## src/rtl/noc_params.sv

```systemverilog
// Shared NoC router parameters and the port identifier type used by the
// allocator and its neighbours.
package noc_params;

   localparam int VC_NUM    = 4;
   localparam int VC_SIZE   = $clog2(VC_NUM);
   localparam int PORT_SIZE = 3;

   typedef enum logic [PORT_SIZE-1:0] {
      LOCAL = 3'd0,
      NORTH = 3'd1,
      SOUTH = 3'd2,
      WEST  = 3'd3,
      EAST  = 3'd4
   } port_t;

endpackage

```

## src/rtl/round_robin_arbiter.sv

```systemverilog
// N-way round-robin arbiter: priority search starts at the pointer, and the
// pointer moves past the winner only when the caller confirms the grant.
module round_robin_arbiter #(
   parameter int N = 4,
   localparam int IW = (N > 1) ? $clog2(N) : 1
) (
   input  logic          clk,
   input  logic          rst,
   input  logic [N-1:0]  request,
   input  logic          update_en,
   output logic [N-1:0]  grant,
   output logic [IW-1:0] grant_idx
);

   logic [IW-1:0] ptr;
   logic          found;

   always_comb begin
      int j;
      grant     = '0;
      grant_idx = '0;
      found     = 1'b0;
      j         = 0;
      for (int k = 0; k < N; k++) begin
         j = int'(ptr) + k;
         if (j >= N) j = j - N;
         if (!found && request[j]) begin
            found     = 1'b1;
            grant[j]  = 1'b1;
            grant_idx = IW'(j);
         end
      end
   end

   always_ff @(posedge clk) begin
      if (rst) begin
         ptr <= '0;
      end else if (update_en && found) begin
         ptr <= (grant_idx == IW'(N - 1)) ? '0 : grant_idx + IW'(1);
      end
   end

endmodule

```

## src/rtl/switch_allocator.sv

```systemverilog
// Two-stage separable switch allocator (input VC arbitration, then output
// arbitration). Optional per-output grant counters under SA_GRANT_COUNT_EN.
module switch_allocator
   import noc_params::*;
#(
   parameter int PORT_NUM = 5
) (
   input  logic                          clk,
   input  logic                          rst,
   input  logic [PORT_NUM-1:0][VC_NUM-1:0] switch_request_i,
   input  port_t                         out_port_i      [PORT_NUM][VC_NUM],
   input  logic [VC_SIZE-1:0]            downstream_vc_i [PORT_NUM][VC_NUM],
   input  logic [PORT_NUM-1:0][VC_NUM-1:0] on_off_i,
   output logic [PORT_NUM-1:0]           valid_sel_o,
   output logic [VC_SIZE-1:0]            vc_sel_o        [PORT_NUM],
   output logic [PORT_SIZE-1:0]          xb_sel_o        [PORT_NUM],
`ifdef SA_GRANT_COUNT_EN
   output logic [PORT_NUM-1:0]           valid_flit_o,
   output logic [15:0]                   grant_count_o   [PORT_NUM]
`else
   output logic [PORT_NUM-1:0]           valid_flit_o
`endif
);

   localparam int VW = (VC_NUM > 1) ? $clog2(VC_NUM) : 1;
   localparam int OW = (PORT_NUM > 1) ? $clog2(PORT_NUM) : 1;

   logic [VC_NUM-1:0]    eligible [PORT_NUM];
   logic [VC_NUM-1:0]    vc_gnt   [PORT_NUM];
   logic [VW-1:0]        vc_idx   [PORT_NUM];
   logic [PORT_NUM-1:0]  has_req;
   logic [PORT_SIZE-1:0] tgt      [PORT_NUM];
   logic [PORT_NUM-1:0]  out_req  [PORT_NUM];
   logic [PORT_NUM-1:0]  out_gnt  [PORT_NUM];
   logic [OW-1:0]        out_idx  [PORT_NUM];
   logic [PORT_NUM-1:0]  out_any;
   logic [PORT_NUM-1:0]  in_grant;
   logic [PORT_SIZE-1:0] xb_sel_p1 [PORT_NUM];
   logic [PORT_NUM-1:0]  vld_p1;

   always_comb begin
      for (int i = 0; i < PORT_NUM; i++) begin
         eligible[i] = '0;
         for (int v = 0; v < VC_NUM; v++)
            eligible[i][v] = switch_request_i[i][v] &&
                             on_off_i[out_port_i[i][v]][downstream_vc_i[i][v]];
      end
   end

   // Stage 1: one VC per input port
   for (genvar i = 0; i < PORT_NUM; i++) begin : g_in
      round_robin_arbiter #(.N(VC_NUM)) u_vc_arb (
         .clk       (clk),
         .rst       (rst),
         .request   (eligible[i]),
         .update_en (valid_sel_o[i]),
         .grant     (vc_gnt[i]),
         .grant_idx (vc_idx[i])
      );
      assign has_req[i]  = |vc_gnt[i];
      assign tgt[i]      = out_port_i[i][vc_idx[i]];
      assign vc_sel_o[i] = valid_sel_o[i] ? VC_SIZE'(vc_idx[i]) : '0;
   end

   always_comb begin
      for (int o = 0; o < PORT_NUM; o++) begin
         out_req[o] = '0;
         for (int i = 0; i < PORT_NUM; i++)
            out_req[o][i] = has_req[i] && (tgt[i] == PORT_SIZE'(o));
      end
   end

   // Stage 2: one input per output port
   for (genvar o = 0; o < PORT_NUM; o++) begin : g_out
      round_robin_arbiter #(.N(PORT_NUM)) u_port_arb (
         .clk       (clk),
         .rst       (rst),
         .request   (out_req[o]),
         .update_en (|out_req[o]),
         .grant     (out_gnt[o]),
         .grant_idx (out_idx[o])
      );
      assign out_any[o]  = |out_gnt[o];
      assign xb_sel_o[o] = xb_sel_p1[o];
   end

   always_comb begin
      in_grant = '0;
      for (int o = 0; o < PORT_NUM; o++)
         for (int i = 0; i < PORT_NUM; i++)
            in_grant[i] = in_grant[i] | out_gnt[o][i];
   end

   assign valid_sel_o  = rst ? '0 : in_grant;
   assign valid_flit_o = vld_p1;

   // p1: crossbar select lines up with the buffer read of the granted flit
   always_ff @(posedge clk) begin
      if (rst) begin
         vld_p1 <= '0;
         for (int o = 0; o < PORT_NUM; o++) xb_sel_p1[o] <= '0;
      end else begin
         vld_p1 <= out_any;
         for (int o = 0; o < PORT_NUM; o++)
            if (out_any[o]) xb_sel_p1[o] <= PORT_SIZE'(out_idx[o]);
      end
   end

`ifdef SA_GRANT_COUNT_EN
   always_ff @(posedge clk) begin
      for (int o = 0; o < PORT_NUM; o++) begin
         if (rst)
            grant_count_o[o] <= '0;
         else if (out_any[o] && grant_count_o[o] != 16'hFFFF)
            grant_count_o[o] <= grant_count_o[o] + 16'd1;
      end
   end
`endif

endmodule
```

## config.mk

```make
export PLATFORM = sky130hd
export DESIGN_NAME = switch_allocator
export DESIGN_NICKNAME = d
export VERILOG_FILES = /design/src/rtl/noc_params.sv /design/src/rtl/round_robin_arbiter.sv /design/src/rtl/switch_allocator.sv
export SDC_FILE = /design/constraint.sdc
export NUM_CORES = 1
export LEC_CHECK = 0
export BUFFER_PORTS_ARGS = -buffer_cell sky130_fd_sc_hd__buf_2
export CAP_MARGIN = 5
export CORE_ASPECT_RATIO = 1.1
export CORE_MARGIN = 1.5
export CORE_UTILIZATION = 35
export DETAILED_ROUTE_END_ITERATION = 10
export GPL_ROUTABILITY_DRIVEN = 0
export PLACE_DENSITY = 0.56
export SKIP_CTS_REPAIR_TIMING = 1
export SYNTH_ARGS = -nofsm -noshare
export SYNTH_HDL_FRONTEND = slang
export SYNTH_SLANG_ARGS = --single-unit
```

## constraint.sdc

```tcl
create_clock -name clk -period 9.8 [get_ports clk]
set_input_delay 1.96 -clock clk [delete_from_list [all_inputs] [get_ports clk]]
set_output_delay 1.96 -clock clk [all_outputs]
set_load 0.01 [all_outputs]
```

; ---- Word-level counts from Yosys, hierarchy flattened
; Memories as Yosys holds them, arrays and structs flattened.
; Cells that the tools add are included.
[word_totals]
reg_bits = 30
in_bits = 142
ram_bits = 15
mem_bits_ro = 0
out_inout_bits = 35
latch_bits = 0
mem_count = 1
[mem_list]
columns = name, words, width, rd, rd_clocked_by_memory_dff, wr, line
row1 = xb_sel_p1, 5, 3, 5, 0, 5, switch_allocator.sv:38  ; logic [PORT_SIZE-1:0] xb_sel_p1 [PORT_NUM];
[classes]
n_mul = 0
n_mux = 538
shifts = 0
eq_ne = 30
n_addsub = 90
n_bitwise = 65
n_div = 0
reduce_logical = 190
magnitude_cmp = 180
[ops]
columns = op, count
row1 = >= comparator 32 x 1 -> 1 bit (second input constant), 45
row2 = two-way mux 32 bit, 45
row3 = >= comparator 32 x 4 -> 1 bit (second input constant), 35
row4 = subtractor 32 x 4 -> 32 bit (second input constant), 35
row5 = less-than comparator 32 x 5 -> 1 bit (second input constant), 25
row6 = less-than comparator 32 x 4 -> 1 bit (second input constant), 20
row7 = binary-select mux 4 bit (select 3 bit), 20
row8 = two-way mux 1 bit, 217
row9 = two-way mux 4 bit, 40
row10 = logical AND 1 bit, 135
row11 = two-way mux 3 bit, 45
row12 = two-way mux 5 bit, 26
row13 = bitwise OR 5 bit, 20
row14 = binary-select mux 1 bit (select 2 bit), 40
row15 = less-than comparator 3 x 4 -> 1 bit (second input constant), 20
row16 = binary-select mux 1 bit (select 3 bit), 25
row17 = demux 1 bit (select 3 bit), 25
row18 = less-than comparator 2 x 3 -> 1 bit (second input constant), 20
row19 = two-way mux 2 bit, 30
row20 = bitwise OR 4 bit, 15
row21 = OR reduction 5 bit, 10
row22 = adder 3 x 2 -> 4 bit (second input constant), 10
row23 = demux 1 bit (select 2 bit), 20
row24 = logical NOT 1 bit, 35
row25 = other kinds (19), 135

; ---- Depth between registers and ports, before layout
; Gate-level depths: netlist of the first run.
[logic_depth]
depth_word = 46
depth_mapped = 26
mapped_depth_nobuf = 22

; ---- Modules after synthesis
; A second synthesis of the first run with hierarchy kept.
[unflattened]
cells_unflattened = 2269
area_unflattened_um2 = 18019.8
[modules_own_cells]
columns = mod, cells_per_inst, area_each_um2, instances
row1 = round_robin_arbiter (g_out[0].u_port_arb ...), 265, 1869.3, 3
row2 = switch_allocator, 592, 5595.4, 1
row3 = round_robin_arbiter (g_in[0].u_vc_arb ...), 67, 605.6, 5
row4 = round_robin_arbiter (g_out[3].u_port_arb), 288, 1948.1, 1
row5 = round_robin_arbiter (g_out[4].u_port_arb), 259, 1840.5, 1

; ---- Worst setup path after synthesis of the first run
; Ideal clock, no wire load.
[synth_path]
path_type = input -> output
startpoint = input port out_port_i[54] (netlist name)
endpoint = output port valid_sel_o[4]
path_stages = 20
n_path_buf = 3
required_time_ps = 7840
path_slack_ps = 733
t_arrival_ps = 7107
path_cell_list = clkbuf_1 > mux4_2 > a221o_1 > o2111a_1 > a221oi_1 > a221oi_1 > a21oi_2 > mux2_2 > a2111oi_4 > o2111ai_2 > o311ai_2 > and2_1 > buf_4 > o31a_1 > o221ai_1 > or2_2 > nor4_1 > or2_2 > inv_1 > buf_4
[synth_via]
elab_chain_len = 45
word_cells_on_any_way = 237
cone_classes = eq/ne (4) / mux (151) / bitwise (28) / reduce/logical (54)
[synth_rtl]
columns = item, line
row1 = start: declaration, switch_allocator.sv:11  ; input port_t out_port_i [PORT_NUM][VC_NUM],
row2 = binary-select mux 4 bit (select 3 bit), switch_allocator.sv:46  ; on_off_i[out_port_i[i][v]][downstream_vc_i[i][v]];
row3 = two-way mux 4 bit (implied by the code), switch_allocator.sv:46
row4 = binary-select mux 1 bit (select 2 bit), switch_allocator.sv:46
row5 = two-way mux 1 bit (implied by the code), switch_allocator.sv:46
row6 = logical AND 1 bit, switch_allocator.sv:45  ; eligible[i][v] = switch_request_i[i][v] &&
row7 = binary-select mux 1 bit (select 2 bit), round_robin_arbiter.sv:27  ; if (!found && request[j]) begin
row8 = two-way mux 1 bit (implied by the code) (2 in series), round_robin_arbiter.sv:27
row9 = two-way mux 1 bit, round_robin_arbiter.sv:27
row10 = [... 26 more ...], n/a
row11 = logical AND 1 bit, round_robin_arbiter.sv:27
row12 = two-way mux 1 bit, round_robin_arbiter.sv:27
row13 = logical NOT 1 bit, round_robin_arbiter.sv:27
row14 = logical AND 1 bit, round_robin_arbiter.sv:27
row15 = two-way mux 5 bit, round_robin_arbiter.sv:27
row16 = bitwise OR 1 bit (3 in series), switch_allocator.sv:91  ; in_grant[i] = in_grant[i] | out_gnt[o][i];
row17 = bitwise OR 1 bit *, switch_allocator.sv:91
row18 = two-way mux 5 bit *, switch_allocator.sv:94  ; assign valid_sel_o = rst ? '0 : in_grant;
row19 = end: declaration, switch_allocator.sv:14  ; output logic [PORT_NUM-1:0] valid_sel_o,
; Every way passes the cells marked *; elsewhere a longest branch is shown, timed or not. The select of a mux whose other input is x is not followed.

==> flow_summary.toml, run 1 <==
[grt]
grt_pass1_vias = 19190
grt-ovfl-total = 0
grt_start_max_net_pins = 47
antenna_found_initial = 3
grt_usage = 0.2592
grt_first_pass_wirelength_um = 107900

[timing]
maxSlewViolCount = 0
rsz0062_at_grt = "yes"
fin_ws_ps = 172.0
hold_viol = 0
worstMarginPinSlew_ps = 1042
fin_crit_ps = 9628
period_share = 0.9825
setup_violations = 0
fin_skew_ps = 21.67
slew_headroom = 0.2873
max_freq_mhz = 103.9

[floorplanning]
row_count = 86
die_x_um = 217.2
io_pins = 177
dieArea_um2 = 51840
die_h_um = 238.6
floorplan.initialDensity = 0.3539
core_um2 = 49930

[clock_tree]
clkTransAtPathRegs_ps = 80
clkLatencyLatePin_ps = 320
root_buffer = "clkbuf_16"
cts_sinks = 45
htreeDepth = 2
cts-buffers-inserted = 5
cts_tree = "yes"
cts_max_path_buffers = 2

[synth]
yosysTopAreaCell = "mux4_2"
synth_seq_cells = 45
async_reset_ff_frac = 0
synth_most_common_cell = "nand2_1"
syn_area_um2 = 17670
ys_top_cells_by_count = "nand2_1, nor2_1, ha_1"
synth_ff_type = "dfxtp_1"
synth_cell_type_count = 117
avgSynthCellArea_um2 = 7.461
synth-seq-area-share = 0.05949
netlist_instances = 2368
synth_top_cell_area_share = 0.1071
synth_warnings = 0
synth_fp_nets = 2650
synth_edf_count = 15
ys_top_cells_by_area = "mux4_2, ha_1, nand2_1"

[route]
drtAntennaViolNets = 0
drt-total-wl_um = 69420
via_per_inst = 6.436
dr.pass1.iters = 7
route.detailed.wl_per_inst_um = 21.86
drc = 0
vias = 20430
drt-initial-drc-count = 1939

[run]
cap_violations = 0

[placement]
dp_slack_ps = 9.591
dpl_cell_area_um2 = 19560
hpwl_um = 55530
portBuffers = 176

[worst_setup_path]
start_kind = "input port"
reg2reg_to = "xb_sel_p1[0][10]"
cpMostUsedCell = "buf_4"
critical_path.top_delay_family = "compound AO/OA/AOI/OAI gates"
critPathArrivalTime_ps = 7670
slowest_stage = "mux4_2"
crit_type = "in2out"
crit_path_cell_trace = "buf_2 -> mux4_2 -> mux2_2 -> o311ai_2 -> nor2_1 -> mux4_2 -> a21o_1 -> a22oi_4 -> buf_4 -> mux2i_1 -> buf_4 -> o32ai_1 -> a2111o_1 -> buf_4 -> and4_1 -> a211oi_1 -> o21ai_0 -> a311o_1 -> nor4_2 -> buf_4 -> nor3_2 -> buf_2"
crit_fanout = 20
reg2reg_depth = 20
cp.required_ps = 7840
worstReg2RegStart = "g_in[3].u_vc_arb.ptr[0]"
path_buf_inv = 6
rrSetupSlack_ps = 2870
crit_path_end_kind = "output port"
cpPeakStageDelay_ps = 500

[cells_and_area]
postLayoutCellArea_um2 = 19970
fillers = 5230
drive_above_1_share = 0.2080
area_growth_pct = 13.01
finalNetCount = 2795
multiInputGateArea_um2 = 15690
seq_area_um2 = 1051

[pwr]
ir_worst_vdd_v = 0.0001934
power_leakage_nw = 7.899
p_per_area_nw_per_um2 = 300.0

[hold_path]
holdCritStartpoint = "g_in[3].u_vc_arb.ptr[1]"
worstHoldEndpoint = "g_in[3].u_vc_arb.ptr[1]"
hold_path.class = "reg2reg"
whs_path_depth = 2

[status]
status = "finished, final reports clean"
==> cell usage in the layout (no fill, tap or decap), types with 13 or more instances in the layout <==
cell	Yosys	final
a211oi_1	50	49
a21oi_1	112	111
a221oi_1	27	25
a22oi_1	14	14
a31oi_1	19	19
and2_1	30	30
and3_1	30	30
buf_2	32	171
buf_4	10	110
dfxtp_1	30	30
edfxtp_1	15	15
ha_1	135	135
inv_1	131	131
mux2_2	37	37
mux2i_1	88	85
mux4_2	84	84
nand2_1	263	263
nand2b_1	45	45
nand3_1	72	72
nand3b_1	16	16
nand4_1	35	35
nor2_1	212	211
nor2b_1	33	33
nor3_1	82	77
nor3b_1	17	17
nor4_1	20	17
o211ai_1	35	35
o21a_1	18	18
o21ai_0	95	95
o221ai_1	21	20
o22ai_1	28	26
o31ai_1	15	14
o32ai_1	13	13
or2_2	22	22
or3_1	26	26
xnor2_1	37	37
==> kinds of logic after synthesis <==
kind of cell,after synthesis,share of synthesized area
simple gates,963,0.2772
compound gates,679,0.2918
buf+inv,284,0.06565
mux,210,0.1813
fa+ha+maj,140,0.1013
xor+xnor,47,0.02330
flops,45,0.05949
==> registers in the layout (all words and copies together) (netlist names) <==
register and count:
g_out.u_port_arb.ptr 15, xb_sel_p1 15, g_in.u_vc_arb.ptr 10, valid_flit_o 5
==> worst max path at each step <==
stage / from / endpoint / slack (ps) / depth (start not counted)
floorplan: out_port_i[54] / valid_sel_o[4] / 730 / 20
global placement: on_off_i[12] / vc_sel_o[3] / -140 / 20
detailed placement: on_off_i[12] / vc_sel_o[3] / 10 / 19
CTS: on_off_i[12] / vc_sel_o[3] / -40 / 19
global route: on_off_i[7] / valid_sel_o[1] / -40 / 21
finish: on_off_i[7] / vc_sel_o[8] / 170 / 22
==> per-layer routing <==
metal  global-route usage  up-vias  routed length, um  part of all wire
li1                     -     9378                  -                 -
met1               0.3278     9773              28050              0.40
met2               0.4271     1060              31740              0.46
met3              0.04809      220               6019             0.087
met4               0.1166        2               3589             0.052
met5                    0        -                 13           0.00019
==> where the power goes <==
part / total [mW] / switching, mW / internal (mW)
clock network: 0.197 / 0.100 / 0.0972
logic: 5.40 / 3.39 / 2.02
registers: 0.391 / 0.0959 / 0.295
==> tightest hold or removal path, stage by stage (launching register included) <==
cell and delay (ps):
dfxtp_1 410, nand2_1 90, mux2i_1 60
==> layout make-up <==
| type | instances | share of cell area |
|---|---|---|
| clock buffers | 5 | 0.006266 |
| diodes | 1 | 0.0001253 |
| well taps | 660 | 0.04136 |
| flip-flops and latches | 45 | 0.05264 |
| repair buffers | 287 | 0.08710 |
| inverters | 135 | 0.02538 |
| multi-input cells | 2039 | 0.7859 |
| clock inverters | 3 | 0.001253 |
==> stage by stage <==
step	instances	hold WS [ps]	utilization	power, mW	TNS, ps
floorplan	2368	510.4	-	3.967	0
global placement	3165	572.0	0.3918	5.535	-205.1
detailed placement	3165	584.3	0.3918	5.603	0
CTS	3173	597.3	0.3948	5.829	-52.03
global route	3174	666.2	0.3999	6.489	-155.1
finish	3175	601.7	0.3999	5.990	0
No activity file was read; power rests on OpenSTA's default activity.
==> run 2, diff against run 1 <==
- CELL_PAD_IN_SITES_DETAIL_PLACEMENT: default -> 1
- CELL_PAD_IN_SITES_GLOBAL_PLACEMENT: default -> 1
- PLACE_DENSITY: 0.56 -> 0.71
==> run 2 against run 1 <==
Net effect: setup slack worse by 67 ps; sequential share of layout area barely moved; flip-flop and latch count unchanged; cell count rose by 0.54%; non-clock buffer count increased by 14; clock skew rose by 3.1 ps; largest power group unchanged; highest routed layer is now met4.
==> flow_summary.toml, run 2 (synthesis gave the netlist of run 1 again) <==
[timing]
hold_viol = 0
rsz0062_at_grt = "yes"
slew_headroom = 0.3126
setup_violations = 0
fin_tns_setup_ps = 0
fin_crit_ps = 9695
max_freq_mhz = 103.1
fin_skew_ps = 24.81
maxSlewViolCount = 0
worstMarginPinSlew_ps = 1030
period_share = 0.9893

[hold_path]
worstHoldEndpoint = "g_in[3].u_vc_arb.ptr[1]"
hold_path.class = "reg2reg"
whs_path_depth = 2
holdCritStartpoint = "g_in[3].u_vc_arb.ptr[1]"

[floorplanning]
die_h_um = 238.6
core_um2 = 49930
die_x_um = 217.2
floorplan.initialDensity = 0.3539
dieArea_um2 = 51840
io_pins = 177
row_count = 86

[route]
via_per_inst = 6.496
drtAntennaViolNets = 0
route.detailed.wl_per_inst_um = 23.86
dr.pass1.iters = 6
drt-initial-drc-count = 1697
vias = 20740
drt-total-wl_um = 76160
drc = 0

[worst_setup_path]
start_kind = "input port"
rrSetupSlack_ps = 2780
cp.required_ps = 7840
path_buf_inv = 4
crit_path_end_kind = "output port"
cpPeakStageDelay_ps = 640
critPathArrivalTime_ps = 7740
reg2reg_depth = 21
cpMostUsedCell = "mux4_2"
slowest_stage = "mux4_2"
critical_path.top_delay_family = "compound AO/OA/AOI/OAI gates"
reg2reg_to = "xb_sel_p1[0][9]"
worstReg2RegStart = "g_in[1].u_vc_arb.ptr[0]"
crit_type = "in2out"
crit_fanout = 20
crit_path_cell_trace = "buf_2 -> mux4_2 -> mux2i_1 -> o21a_1 -> or3_1 -> mux4_2 -> a21oi_1 -> a2bb2oi_4 -> mux4_2 -> o31ai_1 -> nand2_1 -> a32o_1 -> nor4b_2 -> buf_4 -> and3_1 -> a2111o_1 -> nor4_4 -> buf_4 -> nor4_1 -> buf_2"

[cells_and_area]
drive_above_1_share = 0.2168
multiInputGateArea_um2 = 15710
final_common_cell = "nand2_1"
seq_area_um2 = 1051
area_growth_pct = 13.86
final_cell_mix = "nand2_1, nor2_1, buf_2"
fillers = 6263
top_regs = "g_out.u_port_arb.ptr x15, xb_sel_p1 x15, g_in.u_vc_arb.ptr x10"
instances_no_fill = 3192
finalNetCount = 2809

[grt]
antenna_found_initial = 3
grt_pass1_vias = 20740
grt_first_pass_wirelength_um = 117500
grt_usage = 0.2841
grt_start_max_net_pins = 37
grt-ovfl-total = 0

[clock_tree]
cts_sinks = 45
cts-buffers-inserted = 5
clkTransAtPathRegs_ps = 70
clkLatencyLatePin_ps = 330
cts_tree = "yes"
cts_max_path_buffers = 2
root_buffer = "clkbuf_16"
htreeDepth = 2

[pwr]
internal_power_mw = 2.483
p_switching_mw = 3.690
p_comb_frac = 0.905
clkPwrFrac = 0.035
switching_share = 0.5977
power_frac_seq = 0.060
p_per_area_nw_per_um2 = 306.9
power_leakage_nw = 7.986
ir_worst_vdd_v = 0.0002449

[placement]
placed_cells = 3171
portBuffers = 176
hpwl_um = 61270

[status]
status = "finished, final reports clean"

[run]
cap_violations = 0
## run 2: final cells by class
cell class,count,area share
Multi-Input combinational cell,2039,0.7809
Clock buffer,6,0.006904
Inverter,135,0.02519
Clock inverter,2,0.001866
Timing Repair Buffer,301,0.09130
Tap cell,660,0.04105
Antenna cell,4,0.0004976
Sequential cell,45,0.05225
## run 2: worst max path at each step
stage	slack (ps)	cells past startpoint	start	end
after floorplan	730	20	out_port_i[54]	valid_sel_o[4]
after global placement	-500	19	on_off_i[12]	vc_sel_o[5]
after detailed placement	-490	19	on_off_i[8]	vc_sel_o[5]
after CTS	-510	19	on_off_i[8]	vc_sel_o[5]
after global routing	-120	22	downstream_vc_i[37]	vc_sel_o[1]
final	100	20	on_off_i[14]	vc_sel_o[5]
## run 2: power groups by stage
stage,clock network (mW),registers [mW],logic (mW)
2_1_floorplan,0,0.363,3.60
3_3_place_gp,0,0.370,5.18
3_5_place_dp,0,0.374,5.35
4_1_cts,0.223,0.371,5.38
5_1_grt,0.227,0.380,6.02
6_report,0.219,0.370,5.58
## run 2: worst register-to-register path: stages (launching register included)
cell       delay [ps]
dfxtp_1           940
inv_1             410
ha_1              500
nand2_1           170
a2bb2oi_1         230
o221ai_1          240
o211a_1           370
nor2_1            230
mux2_2            380
o22ai_1           190
buf_4             240
nand2_1            80
a32o_1            360
nor4b_2           220
buf_4             150
and3_1            190
a221o_1           390
buf_4             170
nand4bb_1         330
nor4_4            570
buf_4             280
a211oi_1          100
## run 2: per-stage QoR
step | cell area, um2 | hold slack [ps] | power, mW | setup slack, ps | utilization
detailed placement | 19590 | 589.0 | 5.723 | -489.0 | 0.3924
global route | 20120 | 637.8 | 6.631 | -124.3 | 0.4029
CTS | 19770 | 599.5 | 5.979 | -507.8 | 0.3960
global placement | 19590 | 563.7 | 5.554 | -501.3 | 0.3924
finish | 20120 | 602.4 | 6.173 | 104.6 | 0.4029
floorplan | 17670 | 510.4 | 3.967 | 733.0 | -
## run 2: routing by layer
metal	routed length (um)	vias to the layer above	track usage
met2	35730	866	0.4755
met3	4735	209	0.03575
met5	0	-	0
met4	4230	0	0.1515
li1	-	9400	-
met1	31460	10260	0.3549
